--- src/rtl/bit_window_select_stream.sv ---
// bit_window_select_stream: per-beat commanded bit-window extraction from an IN_WIDTH beat,
// buffered through a 2-entry skid FIFO with valid/ready on both sides and a sticky error flag.
module bit_window_select_stream #(
    parameter int IN_WIDTH     = 16,
    parameter int OUT_WIDTH    = 8,
    parameter int OFFSET_WIDTH = $clog2(IN_WIDTH),
    parameter int CMD_WIDTH    = OFFSET_WIDTH + 2
) (
    input  logic                 clk,
    input  logic                 rst,
    input  logic                 i_en,
    input  logic                 i_valid,
    input  logic [IN_WIDTH-1:0]  i_data_bus,
    input  logic [CMD_WIDTH-1:0] i_cmd,
    output logic                 o_ready,
    output logic                 o_valid,
    output logic [OUT_WIDTH-1:0] o_data_bus,
    input  logic                 i_ready,
    output logic                 o_err
);
    localparam logic [OFFSET_WIDTH-1:0] MAX_OFF = OFFSET_WIDTH'(IN_WIDTH - OUT_WIDTH);

    logic [1:0]                    w_mode;
    logic [OFFSET_WIDTH-1:0]       w_off;
    logic                          w_over;
    logic [OFFSET_WIDTH-1:0]       w_shift;
    logic [IN_WIDTH+OUT_WIDTH-1:0] w_ext;
    logic [IN_WIDTH+OUT_WIDTH-1:0] w_shifted;
    logic [OUT_WIDTH-1:0]          w_win;
    logic                          w_push;
    logic                          w_write;
    logic                          w_pop;
    logic                          w_err_set;

    logic [OUT_WIDTH-1:0] r_mem [2];
    logic                 r_rd_ptr;
    logic                 r_wr_ptr;
    logic [1:0]           r_count;
    logic                 r_err;

    assign w_mode  = i_cmd[CMD_WIDTH-1 -: 2];
    assign w_off   = i_cmd[OFFSET_WIDTH-1:0];
    assign w_over  = w_off > MAX_OFF;
    assign w_shift = (w_mode == 2'd0) ? '0 : ((w_mode == 2'd1) && w_over) ? MAX_OFF : w_off;

    // Zero-extension above the beat supplies the zero padding for windows running off the top.
    assign w_ext     = {{OUT_WIDTH{1'b0}}, i_data_bus};
    assign w_shifted = w_ext >> w_shift;
    assign w_win     = w_shifted[OUT_WIDTH-1:0];

    assign o_ready   = rst & i_en & (r_count < 2'd2);
    assign o_valid   = (r_count != 2'd0);
    assign o_data_bus = o_valid ? r_mem[r_rd_ptr] : '0;
    assign o_err     = r_err;

    assign w_push    = i_valid & o_ready;
    assign w_write   = w_push & (w_mode != 2'd3);
    assign w_pop     = o_valid & i_ready;
    assign w_err_set = w_push & ((w_mode == 2'd3) | ((w_mode == 2'd1) & w_over));

    // Popped entries are cleared so idle slots always hold zeros.
    always_ff @(posedge clk) begin
        if (!rst) begin
            r_mem[0] <= '0;
            r_mem[1] <= '0;
            r_rd_ptr <= 1'b0;
            r_wr_ptr <= 1'b0;
            r_count  <= 2'd0;
            r_err    <= 1'b0;
        end else begin
            if (w_pop) begin
                r_mem[r_rd_ptr] <= '0;
                r_rd_ptr        <= ~r_rd_ptr;
            end
            if (w_write) begin
                r_mem[r_wr_ptr] <= w_win;
                r_wr_ptr        <= ~r_wr_ptr;
            end
            r_count <= r_count + 2'(w_write) - 2'(w_pop);
            r_err   <= r_err | w_err_set;
        end
    end
endmodule

--- config.mk ---
export PLATFORM = sky130hd
export DESIGN_NAME = bit_window_select_stream
export DESIGN_NICKNAME = d
export VERILOG_FILES = /design/src/rtl/bit_window_select_stream.sv
export SDC_FILE = /design/constraint.sdc
export NUM_CORES = 1
export LEC_CHECK = 0
export CORE_ASPECT_RATIO = 0.6
export CORE_UTILIZATION = 47
export DETAILED_ROUTE_END_ITERATION = 16
export GPL_TIMING_DRIVEN = 0
export PLACE_DENSITY = 0.77
export SYNTH_ARGS = -nofsm -noshare
export SYNTH_HDL_FRONTEND = slang
export SYNTH_SLANG_ARGS = --single-unit
--- constraint.sdc ---
create_clock -name clk -period 2.25 [get_ports clk]
set_input_delay 0.45 -clock clk [delete_from_list [all_inputs] [get_ports clk]]
set_output_delay 0.45 -clock clk [all_outputs]
set_load 0.005 [all_outputs]
---- Yosys cells after proc, flatten, opt, wreduce, memory -nomap -nowiden ----
Memories as Yosys holds them, arrays and structs flattened. A register that Yosys moved wholly into a read port is not among the register bits.
Index checks and enable logic that the tools add are counted.
word-level totals
  bits of input ports ..................... 27
  RAM bits ................................ 16
  output and inout bits ................... 11
  bits in registers ....................... 5
  memories kept ........................... 1
cells by class
  eq/ne operators ......................... 3
  add/subtract/negate cells ............... 2
  muxes and demuxes ....................... 18
  $lt $le $gt $ge ......................... 2
  reduce and logical (&&, ||, !) cells .... 5
  bitwise operators ....................... 11
  shift-type cells ........................ 1
memories
  name   words  width  rd ports  clocked after memory_dff  write ports  line  text
  r_mem  2      8      1         1                         2            35    logic [OUT_WIDTH-1:0] r_mem [2];
operator list
  operator              number
  $mux W8               3
  $reduce_or A8 Y1      2
  $shr A16 B4 Y8        1
  $mux W1               13
  $mux W4               2
  $and A1 B1 Y1         7
  $gt A4 B4 Y1 const B  1
  $add A2 B1 Y2         1
  $eq A2 B1 Y1 const B  1
  $eq A2 B2 Y1 const B  1
  $logic_not A2 Y1      1
  $lt A2 B2 Y1 const B  1
  $ne A2 B2 Y1 const B  1
  $not A1 Y1            2
  $or A1 B1 Y1          2
  $reduce_bool A2 Y1    1
  $sub A2 B1 Y2         1
  $logic_and A1 B1 Y1   1

---- Depth between registers and ports, before layout ----
  depth in word-level cells ............... 9
  gate-level depth with buffers ........... 10
  gate-level depth less buffers ........... 10

---- Least setup slack after synthesis ----
OpenSTA, ideal clock, no wires.
  path type ............................... in2reg
  from .................................... input port i_cmd[3]
  to ...................................... memory r_mem[0][7], data pin
  library setup time ...................... 0.266 ns
  required time ........................... 1.984 ns
  buffers on the path ..................... 1
  data arrival time ....................... 1.864 ns
  slack ................................... 0.120 ns
  stages .................................. 6
  path through ............................ buf_2 nand2b_4 a21oi_1 mux4_2 a222oi_1 nor2_1
RTL lines
  what                line  text
  start: declaration  14    input logic [CMD_WIDTH-1:0] i_cmd,
  end: declaration    35

==> key figures <==
Status
  – Status: finished clean

Cells and area
  – Final Util: 0.6874
  – Fill cells: 321
  – Post-layout nets: just over 300
  – Area Overhead vs Synth: 35.24%
  – Final antenna diode count: 0
  – Layout cells sized above 1: 0.1941
  – Fin area: about 2600 um2
  – Final std cells w/o fill: 320

GRT
  – Met2 Track Usage GR: 0.4106
  – Grt total ovfl: 0
  – First-pass GRT wire length: 9321 um
  – Total GRT Usage: 0.2819
  – Largest net degree at the start of global routing: 13
  – Routing usage on met1: 0.4080
  – M3 GR Usage: 0.09841
  – Vias in the first global route: between 1.5k and 2k
  – Antenna violations before repair: 0
  – Most Crowded Layer GR: met2

Power
  – Clock network fraction of total power: 0.175
  – Pwr Density: 544.7 nW/um2
  – Cell internal pwr: approximately 0.94 mW
  – Static Leak: between 0.9 and 1 nW
  – P_sw: roughly 0.48 mW
  – Gate power share: 0.422
  – Sequential Power Share: 0.403
  – Switching Share: 0.3372
  – VDD IR max: 0.0005157 V

Route
  – Total routed wirelength: 6020 um
  – DRC viols: 0
  – Number of iterations in the first detailed-routing pass: 7
  – 1st-iter DRT viols: approximately 310
  – Antenna viol nets, final: 0
  – Vias/cell: 6.647
  – Vias: ~2.1k
  – WL/cell: approximately 19 um

Synthesis
  – Synth unique cells: 60
  – #FFs+latches synth: 22
  – Dominant cells by area after synthesis: edfxtp_1 (25%), mux2i_1 (6.8%), dfxtp_1 (6.2%), a21oi_1 (4.4%), nor2_1 (4.3%)
  – Synth Flop Type: edfxtp_1
  – Yosys top cell area share: 0.2497
  – Most frequent cell after synthesis: nor2_1
  – Number of synthesized flops with an enable pin: 16
  – Cell Area, Synth: 1924 um2
  – Commonest cells post-synth: nor2_1 (22), a21oi_1 (17), edfxtp_1 (16)
  – Asr flop ratio synth: 0
  – Average size of a mapped cell: roughly 8.6 um2
  – Post-synthesis sequential area ratio: 0.3121
  – Synth warnings: 0
  – Post-synth net total: 252
  – Synth Instances: ~220
  – Biggest area consumer among synthesized cells: edfxtp_1

STA
  – Tmin final: approximately 2.2 ns
  – Final Max Slew Viols: 0
  – Finish-stage setup viols: 0
  – Final Hold Viols: 0
  – Fmax: 452.9 MHz
  – Max_slew headroom: 0.5963
  – Worst Clk Skew: approximately 0.0025 ns
  – Slew @ Worst Pin: between 0.6 and 0.7 ns
  – Final hold slack: 0.4680 ns
  – Fin crit share: 0.9813

Place
  – Dpl cells: about 300
  – RD Place Congestion: about 0.99
  – Dpl cell area: 2333 um2
  – Port buffer count: 35
  – Post-DP HPWL: 4288 um

Clock tree
  – Clock latency on the worst-skew pair: 0.26 ns
  – Clock transition at path regs: around 0.080 ns
  – H-tree Lvls: 1
  – CTS sink cnt: 22
  – TritonCTS Buffers: 3
  – CTS tree: built
  – Bufs on Longest Clock Path: 2
  – Root Buffer: clkbuf_8

Setup path
  – CP Capture Type: flip-flop
  – Crit. Startpoint: i_cmd[3]
  – Setup CP Type: in2reg
  – Buf/Inv on CP: 4
  – Slowest stage cell, crit path: mux2_4
  – CP required: ~2.3 ns
  – Arr. time, crit path: between 2 and 2.5 ns
  – Max Fanout on Critical Path: 6
  – Reg2Reg Depth: 10
  – Reg-to-reg startpoint: r_count[1]
  – Cell count along the critical path: 9
  – Crit path max-delay family: compound AO/OA/AOI/OAI gates
  – Largest stage delay, worst path: around 0.3 ns
  – CP cell instances: clkdlybuf4s15_1 > buf_6 > nand2b_4 > buf_8 > a21oi_4 > buf_4 > mux2_4 > a311oi_2 > a21oi_1
  – Worst setup SP type: primary input

Floorplan
  – Initial Util: 0.5083
  – Die H: just over 50 um
  – Die footprint: around 4400 um2
  – Area of the core: about 3800 um2
  – Die X-Extent: between 80 and 90 um
  – Row cnt: 17
  – Boundary Pins: 38

Worst hold path
  – Worst hold-check path type: reg2reg
  – Hold Startpoint: o_err
  – Worst hold stages: 1

Run
  – Max-cap violations: 0
## sequential cells by signal, summed over array words and instances (netlist names), named ones only
name and flops:
o_err 1, r_mem 16, r_wr_ptr 1, r_count 2
r_rd_ptr 1
## metrics by stage
stage          setup TNS (ns)  setup WS, ns  power [mW]
6_report                    0       0.04208       1.418
5_1_grt              -0.03023      -0.01854       1.493
4_1_cts               -0.2358      -0.02983       1.387
3_5_place_dp           -15.97       -0.6596       1.107
3_3_place_gp           -15.40       -0.6104       1.099
2_1_floorplan               0        0.1203      0.8906
## cell families after synthesis
kind of cell             share of synthesized area
AO/OA/AOI/OAI                               0.3121
AND/OR/NAND/NOR                             0.1951
buffers and inverters                      0.06307
flip-flops                                  0.3121
multiplexers                               0.09102
XOR/XNOR                                   0.01366
adder cells (fa/ha/maj)                    0.01300
## worst register-to-register path: stages (launching register included)
cell	delay (ns)
dfxtp_1	0.35
nor2_2	0.34
inv_1	0.11
nand2_1	0.17
inv_1	0.06
ha_1	0.27
inv_1	0.04
ha_1	0.18
xnor2_1	0.13
xnor2_1	0.12
and2_1	0.15
## layer usage
| layer | vias to the layer above | part of all wire |
|---|---|---|
| met5 | - | 0 |
| met3 | 8 | 0.14 |
| met2 | 151 | 0.40 |
| met4 | 0 | 0.010 |
| li1 | 967 | - |
| met1 | 1001 | 0.45 |
## area by class of cell
cell class | count | area, um2 | share of cell area
multi-input combinational | 176 | 1296 | 0.4981
tap | 47 | 58.81 | 0.02260
inverter | 9 | 33.78 | 0.01298
clock buffer | 3 | 41.29 | 0.01587
clock inverter | 1 | 3.754 | 0.001442
timing repair buffer | 48 | 456.7 | 0.1755
sequential | 22 | 601.8 | 0.2312
buffer | 14 | 110.1 | 0.04231
## power by group through the flow
stage | clock network, mW | registers [mW] | logic (mW)
3_3_place_gp | 0 | 0.544 | 0.555
3_5_place_dp | 0 | 0.547 | 0.560
4_1_cts | 0.251 | 0.569 | 0.568
5_1_grt | 0.262 | 0.583 | 0.648
2_1_floorplan | 0 | 0.540 | 0.351
6_report | 0.248 | 0.571 | 0.599
## path summary, 6_finish.rpt
| path | endpoint | slack (ns) |
|---|---|---|
| max reg2reg | r_count[1] | 0.23 |
| max | r_mem[1][1] | 0.04 |
| min reg2reg | o_err | 0.47 |
| min | o_err | 0.47 |
## layout by cell type (no fill, tap or decap), drive strengths merged, types with 2 or more instances in the layout
| cell type | instances |
|---|---|
| nand2 | 15 |
| ha | 2 |
| a21o | 3 |
| nor4 | 3 |
| a31oi | 6 |
| o211ai | 5 |
| inv | 9 |
| a221o | 3 |
| mux2 | 2 |
| and2 | 9 |
| nor2 | 22 |
| edfxtp | 16 |
| a21oi | 18 |
| o21bai | 3 |
| nand2b | 2 |
| o32ai | 2 |
| a32oi | 4 |
| nand3 | 4 |
| xnor2 | 3 |
| mux2i | 13 |
| o31ai | 3 |
| dfxtp | 6 |
| clkbuf | 8 |
| a2111oi | 2 |
| a22o | 3 |
| nor2b | 9 |
| and3 | 2 |
| o21ai | 8 |
| nor3b | 2 |
| buf | 23 |
| a211oi | 7 |
| clkdlybuf4s50 | 31 |
## timing repair
| item | in CTS | in global routing |
|---|---|---|
| buffers inserted | 10 | 3 |
| setup endpoints to repair | 41 | 36 |
| gates resized for setup | 23 | 20 |
| pin swaps | 6 | 1 |
| hold buffers | 0 | 0 |
| endpoints found under the hold margin | 0 | 0 |
(Power assumes the default switching activity.)
